<file path="src/rtl/imm_pack_if.sv">
// Handshake bundle for imm_pack: input beat (valid/ready/op/value) and
// output beat (valid/ready/field/err).
interface imm_pack_if;
  logic        in_valid;
  logic        in_ready;
  logic [1:0]  in_op;
  logic [31:0] in_value;
  logic        out_valid;
  logic        out_ready;
  logic [23:0] out_field;
  logic [1:0]  out_err;

  // Producer of input beats / consumer of output beats
  modport master (
    output in_valid, in_op, in_value, out_ready,
    input  in_ready, out_valid, out_field, out_err
  );

  // The packer itself
  modport slave (
    input  in_valid, in_op, in_value, out_ready,
    output in_ready, out_valid, out_field, out_err
  );
endinterface

</file>
<file path="src/rtl/imm_pack.sv">
// Immediate/offset field packer: narrows a 32-bit immediate or branch byte
// offset into its instruction field and flags values that would not
// sign-extend back to the original. Two-stage valid/ready pipeline with a
// saturating count of errored output beats.
module imm_pack #(
  parameter int unsigned CNT_W = 16
) (
  input  logic             clk,
  input  logic             rst_n,
  imm_pack_if.slave        bus,
  input  logic             clear_count,
  output logic [CNT_W-1:0] err_count
);

  logic        s1_valid;
  logic [1:0]  s1_op;
  logic [31:0] s1_value;
  logic        s2_valid;
  logic        s1_adv;
  logic        s2_adv;
  logic [23:0] pk_field;
  logic [1:0]  pk_err;
  logic        imm_fits;
  logic        br_fits;
  logic        err_xfer;

  assign s2_adv        = !s2_valid || bus.out_ready;
  assign s1_adv        = !s1_valid || s2_adv;
  assign bus.in_ready  = rst_n && s1_adv;
  assign bus.out_valid = s2_valid;
  assign err_xfer      = s2_valid && bus.out_ready && (bus.out_err != 2'b00);

  // Range checks: all bits above the field's sign bit must match it
  assign imm_fits = (&s1_value[31:11]) || !(|s1_value[31:11]);
  assign br_fits  = (&s1_value[31:25]) || !(|s1_value[31:25]);

  // Field packing and error classification (bad op > misaligned > range)
  always_comb begin
    pk_field = '0;
    pk_err   = 2'b00;
    if (s1_op == 2'b11) begin
      pk_err = 2'b11;
    end else if (s1_op == 2'b10) begin
      if (s1_value[1:0] != 2'b00)
        pk_err = 2'b10;
      else if (!br_fits)
        pk_err = 2'b01;
      else
        pk_field = s1_value[25:2];
    end else begin
      if (!imm_fits)
        pk_err = 2'b01;
      else
        pk_field = {12'h000, s1_value[11:0]};
    end
  end

  // Stage 1: capture the raw input beat when the stage can advance
  always_ff @(posedge clk or negedge rst_n) begin
    if (!rst_n) begin
      s1_valid <= 1'b0;
      s1_op    <= '0;
      s1_value <= '0;
    end else if (s1_adv) begin
      s1_valid <= bus.in_valid;
      if (bus.in_valid) begin
        s1_op    <= bus.in_op;
        s1_value <= bus.in_value;
      end
    end
  end

  // Stage 2: output register, held while the beat waits for out_ready
  always_ff @(posedge clk or negedge rst_n) begin
    if (!rst_n) begin
      s2_valid      <= 1'b0;
      bus.out_field <= '0;
      bus.out_err   <= 2'b00;
    end else if (s2_adv) begin
      s2_valid <= s1_valid;
      if (s1_valid) begin
        bus.out_field <= pk_field;
        bus.out_err   <= pk_err;
      end
    end
  end

  // Saturating count of errored output transfers; clear has priority
  always_ff @(posedge clk or negedge rst_n) begin
    if (!rst_n)
      err_count <= '0;
    else if (clear_count)
      err_count <= '0;
    else if (err_xfer && (err_count != '1))
      err_count <= err_count + CNT_W'(1);
  end

endmodule

</file>
<file path="src/flat_wrapper.sv">
// flat-port wrapper written by rule: the top's interface ports become plain ports
module imm_pack_flat 
#(
  parameter int unsigned CNT_W = 16
)
  (clk, rst_n, clear_count, err_count, bus_in_valid, bus_in_op, bus_in_value, bus_out_ready, bus_in_ready, bus_out_valid, bus_out_field, bus_out_err);
  imm_pack_if bus_i ();
  input  logic clk;
  input  logic rst_n;
  input  logic clear_count;
  output logic [CNT_W-1:0] err_count;
  input wire logic [$bits(bus_i.in_valid)-1:0] bus_in_valid;
  input wire logic [$bits(bus_i.in_op)-1:0] bus_in_op;
  input wire logic [$bits(bus_i.in_value)-1:0] bus_in_value;
  input wire logic [$bits(bus_i.out_ready)-1:0] bus_out_ready;
  output wire logic [$bits(bus_i.in_ready)-1:0] bus_in_ready;
  output wire logic [$bits(bus_i.out_valid)-1:0] bus_out_valid;
  output wire logic [$bits(bus_i.out_field)-1:0] bus_out_field;
  output wire logic [$bits(bus_i.out_err)-1:0] bus_out_err;
  assign bus_i.in_valid = bus_in_valid;
  assign bus_i.in_op = bus_in_op;
  assign bus_i.in_value = bus_in_value;
  assign bus_i.out_ready = bus_out_ready;
  assign bus_in_ready = bus_i.in_ready;
  assign bus_out_valid = bus_i.out_valid;
  assign bus_out_field = bus_i.out_field;
  assign bus_out_err = bus_i.out_err;
  imm_pack #(.CNT_W(CNT_W)) u_core (.clk(clk), .rst_n(rst_n), .bus(bus_i), .clear_count(clear_count), .err_count(err_count));
endmodule
</file>
<file path="config.mk">
export PLATFORM = sky130hd
export DESIGN_NAME = imm_pack_flat
export DESIGN_NICKNAME = d
export VERILOG_FILES = /design/src/rtl/imm_pack_if.sv /design/src/rtl/imm_pack.sv /design/src/flat_wrapper.sv
export SDC_FILE = /design/constraint.sdc
export NUM_CORES = 1
export LEC_CHECK = 0
export ABC_CLOCK_PERIOD_IN_PS = 3630
export BUFFER_PORTS_ARGS = -buffer_cell sky130_fd_sc_hd__buf_2
export CORE_ASPECT_RATIO = 0.75
export CORE_MARGIN = 2
export CORE_UTILIZATION = 35
export DETAILED_ROUTE_END_ITERATION = 12
export SKIP_CTS_REPAIR_TIMING = 1
export SLEW_MARGIN = 15
export SYNTH_ARGS = -nofsm -noshare
export SYNTH_HDL_FRONTEND = slang
export SYNTH_SLANG_ARGS = --single-unit
</file>
<file path="constraint.sdc">
create_clock -name clk -period 3.63 [get_ports clk]
set_input_delay 0.5445 -clock clk [delete_from_list [all_inputs] [get_ports clk]]
set_output_delay 0.5445 -clock clk [all_outputs]
set_load 0.02 [all_outputs]
</file>
==> results of run 1 <==
==> how the worst max path moves through the flow <==
stage	startpoint	endpoint	slack (ns)	cells after the start
floorplan	bus_out_ready	u_core.bus.out_field[23]	1.75	7
global placement	u_core.s1_value[26]	u_core.bus.out_field[3]	1.27	6
detailed placement	u_core.s1_value[26]	u_core.bus.out_field[5]	1.23	6
CTS	u_core.s1_value[26]	u_core.bus.out_field[5]	1.21	6
global route	u_core.s1_value[26]	u_core.bus.out_field[5]	1.07	6
finish	u_core.s1_value[26]	u_core.bus.out_field[5]	1.19	6
==> flip-flops by register name (all words and copies together), names as in the netlist <==
signal	cells
u_core.s1_value	32
u_core.s1_op	2
u_core.bus.out_err	2
u_core.err_count	16
u_core.s1_valid	1
u_core.bus.out_field	24
u_core.bus.out_valid	1
==> logic make-up (layout without fill, tap and decap cells) <==
logic type | Yosys count | after routing | share of synthesized area
flip-flops | 78 | 78 | 0.575
multiplexers | 35 | 35 | 0.116
XOR/XNOR | 13 | 13 | 0.0336
buffers and inverters | 17 | 104 | 0.0229
adder cells (fa/ha/maj) | 1 | 1 | 0.00369
AO/OA/AOI/OAI | 44 | 44 | 0.115
AND/OR/NAND/NOR | 80 | 80 | 0.134
==> placed cells by master (no fill, tap or decap), types with 5 or more instances in the layout <==
cell type	n
and2_0	6
nand4_1	6
xnor2_1	13
buf_2	81
clkbuf_16	9
mux2_1	29
dfrtp_1	78
nor2_1	17
mux2_2	5
nor4_1	5
a22o_1	11
a221o_1	12
and2_1	7
nand2_1	14
==> per-stage QoR <==
step | std cells | instance area, µm² | power, W | util
finish | 487 | 4270 | 0.00214 | 0.447
global placement | 472 | 3950 | 0.00120 | 0.414
global route | 487 | 4270 | 0.00224 | 0.447
CTS | 487 | 4270 | 0.00217 | 0.447
floorplan | 268 | 3390 | 0.00111 | -
detailed placement | 472 | 3950 | 0.00121 | 0.414
==> layer usage <==
metal / up-vias / routed length [µm]
li1: 1165 / -
met1: 1213 / 3800
met2: 58 / 3340
met3: 4 / 391
met4: 0 / 45
met5: - / 0
==> report_power, final <==
part / switching, W / total [W] / leakage (nW) / internal, W
combinational: 0.0000971 / 0.000180 / 0.832 / 0.0000826
clock: 0.000350 / 0.000954 / 0.153 / 0.000604
sequential: 0.0000697 / 0.00101 / 0.998 / 0.000936
==> critical path, stage by stage, from the launching register on <==
cell,delay (ns)
dfrtp_1,0.39
or4_4,0.55
nor4_4,0.19
nor2_1,0.11
nor3_2,0.65
buf_4,0.32
a221o_1,0.16
==> area by class of cell <==
cell class | instances | area [µm²] | area share
inverters | 3 | 11.3 | 0.00264
clock buffers | 9 | 225 | 0.0528
multi-input cells | 173 | 1360 | 0.319
well taps | 132 | 165 | 0.0387
flip-flops and latches | 78 | 1950 | 0.458
clock inverters | 6 | 93.8 | 0.0220
repair buffers | 86 | 455 | 0.107
==> impl_metrics.csv, run 1 <==
group,metric,value,unit
outcome,status,"finished clean",
die,row_count,31,
worst_hold_path,min_delay_path_depth,2,
sta,relSlewSlack,0.338,
yosys,synthTopCellsByCount,"dfrtp_1, mux2_1, nor2_1",
yosys,synth-edff-count,0,
sta,finalHoldViolations,0,
detailed_routing,via_count,2440,
detailed_routing,first_pass_iters,4,
yosys,yosys.area.top_type,"dfrtp_1",
clock_tree,clkTransAtPathRegs,0.06,ns
detailed_routing,drt_iter0_drc,162,
placed_design,hpwlAfterDp,5290,µm
yosys,synth_fp_nets,308,
yosys,synth_top_area_share,0.575,
finish,num_antenna_cells,0,
sta,layout_setup_ws,1.19,ns
power,p_leak,1.98,nW
yosys,yosysUniqueCellTypes,43,
die,io_pins,83,
critical_path,r2r-end,"u_core.bus.out_field[5]",
global_route,antenna_found_initial,0,
global_route,busiest_layer,"met2",
global_route,grt_overflow,0,
critical_path,endpoint_kind,"flip-flop",
sta,drv_slew,0,
clock_tree,cts_root_buffer,"clkbuf_16",
global_route,met3_usage,0.0529,
sta,fin_crit,2.44,ns
global_route,use_met2,0.224,
worst_hold_path,hold_class,"input pin to flip-flop",
global_route,grt_pass1_vias,2344,
clock_tree,htreeDepth,3,
sta,fmax,409,MHz
detailed_routing,via_per_inst,5.01,
job,drv_cap,0,
power,ir_drop,0.000298,V
yosys,seq_area_frac_synth,0.575,
clock_tree,clkLatencyLatePin,0.33,ns
critical_path,worstSetupPathType,"flip-flop to flip-flop",
yosys,yosysMostFrequentCell,"dfrtp_1",
sta,whs,0.428,ns
clock_tree,cts_sinks,78,
yosys,syn_avg_cell_area,12.7,µm²
critical_path,crit_arrival,2.70,ns
power,power_density,502,mW/mm²
worst_hold_path,holdPathEnd,"u_core.s1_value[24]",
detailed_routing,ant_nets,0,
detailed_routing,drc,0,
yosys,ys_async_sr_fraction,1.00,
die,die_h,89.3,µm
detailed_routing,wirelength,7580,µm
detailed_routing,avgRoutedWirePerCell,15.6,µm
sta,finClkSkew,0.00704,ns
global_route,grt.total_usage,0.146,
sta,fin_crit_sh,0.673,
critical_path,start_kind,"flip-flop",
critical_path,cp.required,3.89,ns
finish,nFillCells,899,
finish,nets,391,
finish,areaGrowthSynthToFinish,25.7,%
global_route,globalRouteMet1Util,0.204,
global_route,grt_max_degree,79,
placed_design,io_buffer_count,82,
yosys,netlist_instances,268,
die,dieWidth,118,µm
finish,drive_gt1_frac,0.313,
placed_design,dp_slack,1.23,ns
die,start_util,0.355,
clock_tree,cts_tree,"yes",
placed_design,gp_congestion,0.761,
yosys,syn-cell-area,0.00339,mm²
clock_tree,cts_buffers,9,
global_route,grt_first_pass_wirelength,12000,µm
yosys,synth_seq_cells,78,
critical_path,crit_path_max_fanout,12,
worst_hold_path,hp-start,"bus_in_value[24]",
sta,setup_viol,0,
yosys,ys_warn_count,0,
sta,setup_tns,0,ns
critical_path,r2r_start,"u_core.s1_value[26]",
sta,worst_slew_pin_slew,0.994,ns
critical_path,r2r_setup_slack,1.19,ns
die,core_area,0.00954,mm²
critical_path,rr_worst_depth,6,
yosys,netlist_top_cells_area,"dfrtp_1, mux2_1, a221o_1, xnor2_1, a22o_1",
sta,grt_setup_unrepaired,"false",
yosys,synthFlopType,"dfrtp_1",
die,dieArea,0.0105,mm²
clock_tree,cts_buffer_depth,2,
(Power assumes the default switching activity.)
==> run 2, diff against run 1 <==
ABC_CLOCK_PERIOD_IN_PS = 2100   (was 3630)
clock period = 2.1 ns   (was 3.63 ns; I/O delays follow)
==> run 2 against run 1 <==
  * The run now ends with negative hold slack left
  * Clock-buffer cell count rose by 2
  * Total power rose by 67%
  * Global-route usage rose by 0.91 points
  * Largest power group unchanged
  * Highest routed layer unchanged
  * Worst hold slack got worse by 0.43 ns
  * Setup slack got worse by 1.1 ns
  * Critical path depth did not move
==> impl_metrics.csv, run 2 (same netlist as run 1, synthesis figures left out) <==
group,metric,value,unit
placed_design,place_area,0.00401,mm²
power,p_leak,2.01,nW
clock_tree,cts_tree,"yes",
global_route,grt_pass1_vias,2417,
global_route,grt_overflow,0,
finish,largest_reg_flops,32,
die,row_count,31,
power,pwr-share-comb,0.088,
sta,fmax,503,MHz
die,core_area,0.00954,mm²
detailed_routing,met2RoutedLength,3290,µm
critical_path,worstSetupPathType,"flip-flop to flip-flop",
sta,setup_tns,0,ns
detailed_routing,drt_iter0_drc,152,
critical_path,start_kind,"flip-flop",
clock_tree,clkTransAtPathRegs,0.06,ns
critical_path,cp_slowest_cell,"or4_4",
sta,finalHoldViolations,4,
critical_path,r2r_setup_slack,0.11,ns
finish,nets,398,
power,p_seq_frac,0.487,
critical_path,crit_path_max_fanout,13,
sta,whs,-0.00619,ns
clock_tree,htreeDepth,3,
placed_design,dp_slack,0.115,ns
finish,largestRegisters,"u_core.s1_value x32, u_core.bus.out_field x24, u_core.err_count x16",
finish,drive_gt1_frac,0.323,
power,p_sw,0.000858,W
critical_path,r2r-end,"u_core.bus.out_field[4]",
placed_design,hpwlAfterDp,5360,µm
placed_design,io_buffer_count,82,
detailed_routing,drt-met1-wl,3880,µm
critical_path,r2r_start,"u_core.s1_value[26]",
critical_path,cp.required,2.37,ns
detailed_routing,ant_nets,0,
detailed_routing,first_pass_iters,4,
critical_path,rr_worst_depth,6,
power,p_clk_frac,0.424,
critical_path,critPathBufInv,1,
critical_path,crit_path_cell_trace,"or4_4, nor4_4, nand4_2, a211oi_4, buf_12, a221o_1",
outcome,status,"complete, but fails checks",
detailed_routing,maxUsedRoutingLayer,"met4",
global_route,antenna_found_initial,0,
critical_path,max_stage_delay,0.55,ns
worst_hold_path,hold_class,"input pin to async pin",
clock_tree,cts_buffers,9,
clock_tree,clkLatencyLatePin,0.33,ns
outcome,violations,"negative hold slack",
sta,relSlewSlack,0.663,
finish,final_cell_mix,"buf_2, dfrtp_1, mux2_1, nor2_1, nand2_1",
sta,layout_setup_ws,0.112,ns
power,ir_drop,0.000335,V
global_route,grt_max_degree,79,
sta,worst_slew_pin_slew,0.500,ns
critical_path,crit_arrival,2.25,ns
placed_design,dp_cells,479,
sta,grt_setup_unrepaired,"false",
sta,fin_crit_sh,0.947,
global_route,grt.total_usage,0.155,
sta,fin_crit,1.99,ns
critical_path,cp_top_family,"simple AND/OR/NAND/NOR gates",
detailed_routing,drc,0,
finish,multi_input_area,0.00136,mm²
critical_path,cp.depth,6,
finish,design_area,0.00430,mm²
sta,setup_viol,0,
critical_path,endpoint_kind,"flip-flop",
critical_path,cp-startpoint,"u_core.s1_value[26]",
placed_design,gp_congestion,0.805,
die,io_pins,83,
clock_tree,cts_sinks,78,
finish,nFillCells,923,
finish,regMostFlops,"u_core.s1_value",
die,start_util,0.355,
clock_tree,cts_root_buffer,"clkbuf_16",
finish,finalNonFillerCells,494,
power,intPower,0.00271,W
finish,areaGrowthSynthToFinish,26.8,%
critical_path,crit_end,"u_core.bus.out_field[4]",
clock_tree,cts_buffer_depth,2,
detailed_routing,via_count,2424,
die,dieArea,0.0105,mm²
power,p_sw_frac,0.241,
global_route,grt_first_pass_wirelength,12500,µm
die,dieWidth,118,µm
detailed_routing,via_per_inst,4.91,
finish,ff_latch_area,0.00195,mm²
sta,finClkSkew,0.00626,ns
die,die_h,89.3,µm
sta,drv_slew,0,
detailed_routing,met3WireLength,364,µm
finish,final_common_cell,"buf_2",
power,power_density,828,mW/mm²
detailed_routing,wirelength,7630,µm
detailed_routing,avgRoutedWirePerCell,15.4,µm
job,drv_cap,0,
finish,num_antenna_cells,0,
==> run 2: how the worst min path moves through the flow <==
stage,to,from,depth (start not counted),slack [ns]
2_1_floorplan,u_core.bus.out_err[0],rst_n,0,0.02
3_3_place_gp,u_core.err_count[7],rst_n,2,0.39
3_5_place_dp,u_core.err_count[7],rst_n,2,0.40
4_1_cts,u_core.err_count[4],rst_n,2,0.03
5_1_grt,u_core.err_count[6],rst_n,2,0.04
6_report,u_core.err_count[7],rst_n,2,-0.006
==> run 2: layout make-up <==
cell class,instances,area share
multi-input combinational,173,0.317
sequential,78,0.454
inverter,3,0.00262
tap,132,0.0384
timing repair buffer,93,0.121
clock buffer,11,0.0564
clock inverter,4,0.0111
==> run 2: per-layer routing <==
layer  vias to the layer above  global-route usage
met4                         0              0.0591
met1                      1177               0.215
li1                       1177                   -
met2                        60               0.226
met5                         -                   0
met3                        10              0.0542
==> run 2: through the flow <==
| step | utilization | total power, W |
|---|---|---|
| finish | 0.451 | 0.00356 |
| global route | 0.451 | 0.00375 |
| CTS | 0.451 | 0.00362 |
| detailed placement | 0.420 | 0.00209 |
| global placement | 0.420 | 0.00207 |
| floorplan | - | 0.00192 |
==> run 2: power groups by stage <==
| stage | sequential (W) | combinational [W] | clock (W) |
|---|---|---|---|
| after floorplan | 0.00175 | 0.000170 | 0 |
| after global placement | 0.00176 | 0.000316 | 0 |
| after detailed placement | 0.00176 | 0.000323 | 0 |
| after CTS | 0.00174 | 0.000324 | 0.00156 |
| after global routing | 0.00176 | 0.000354 | 0.00164 |
| final | 0.00174 | 0.000315 | 0.00151 |
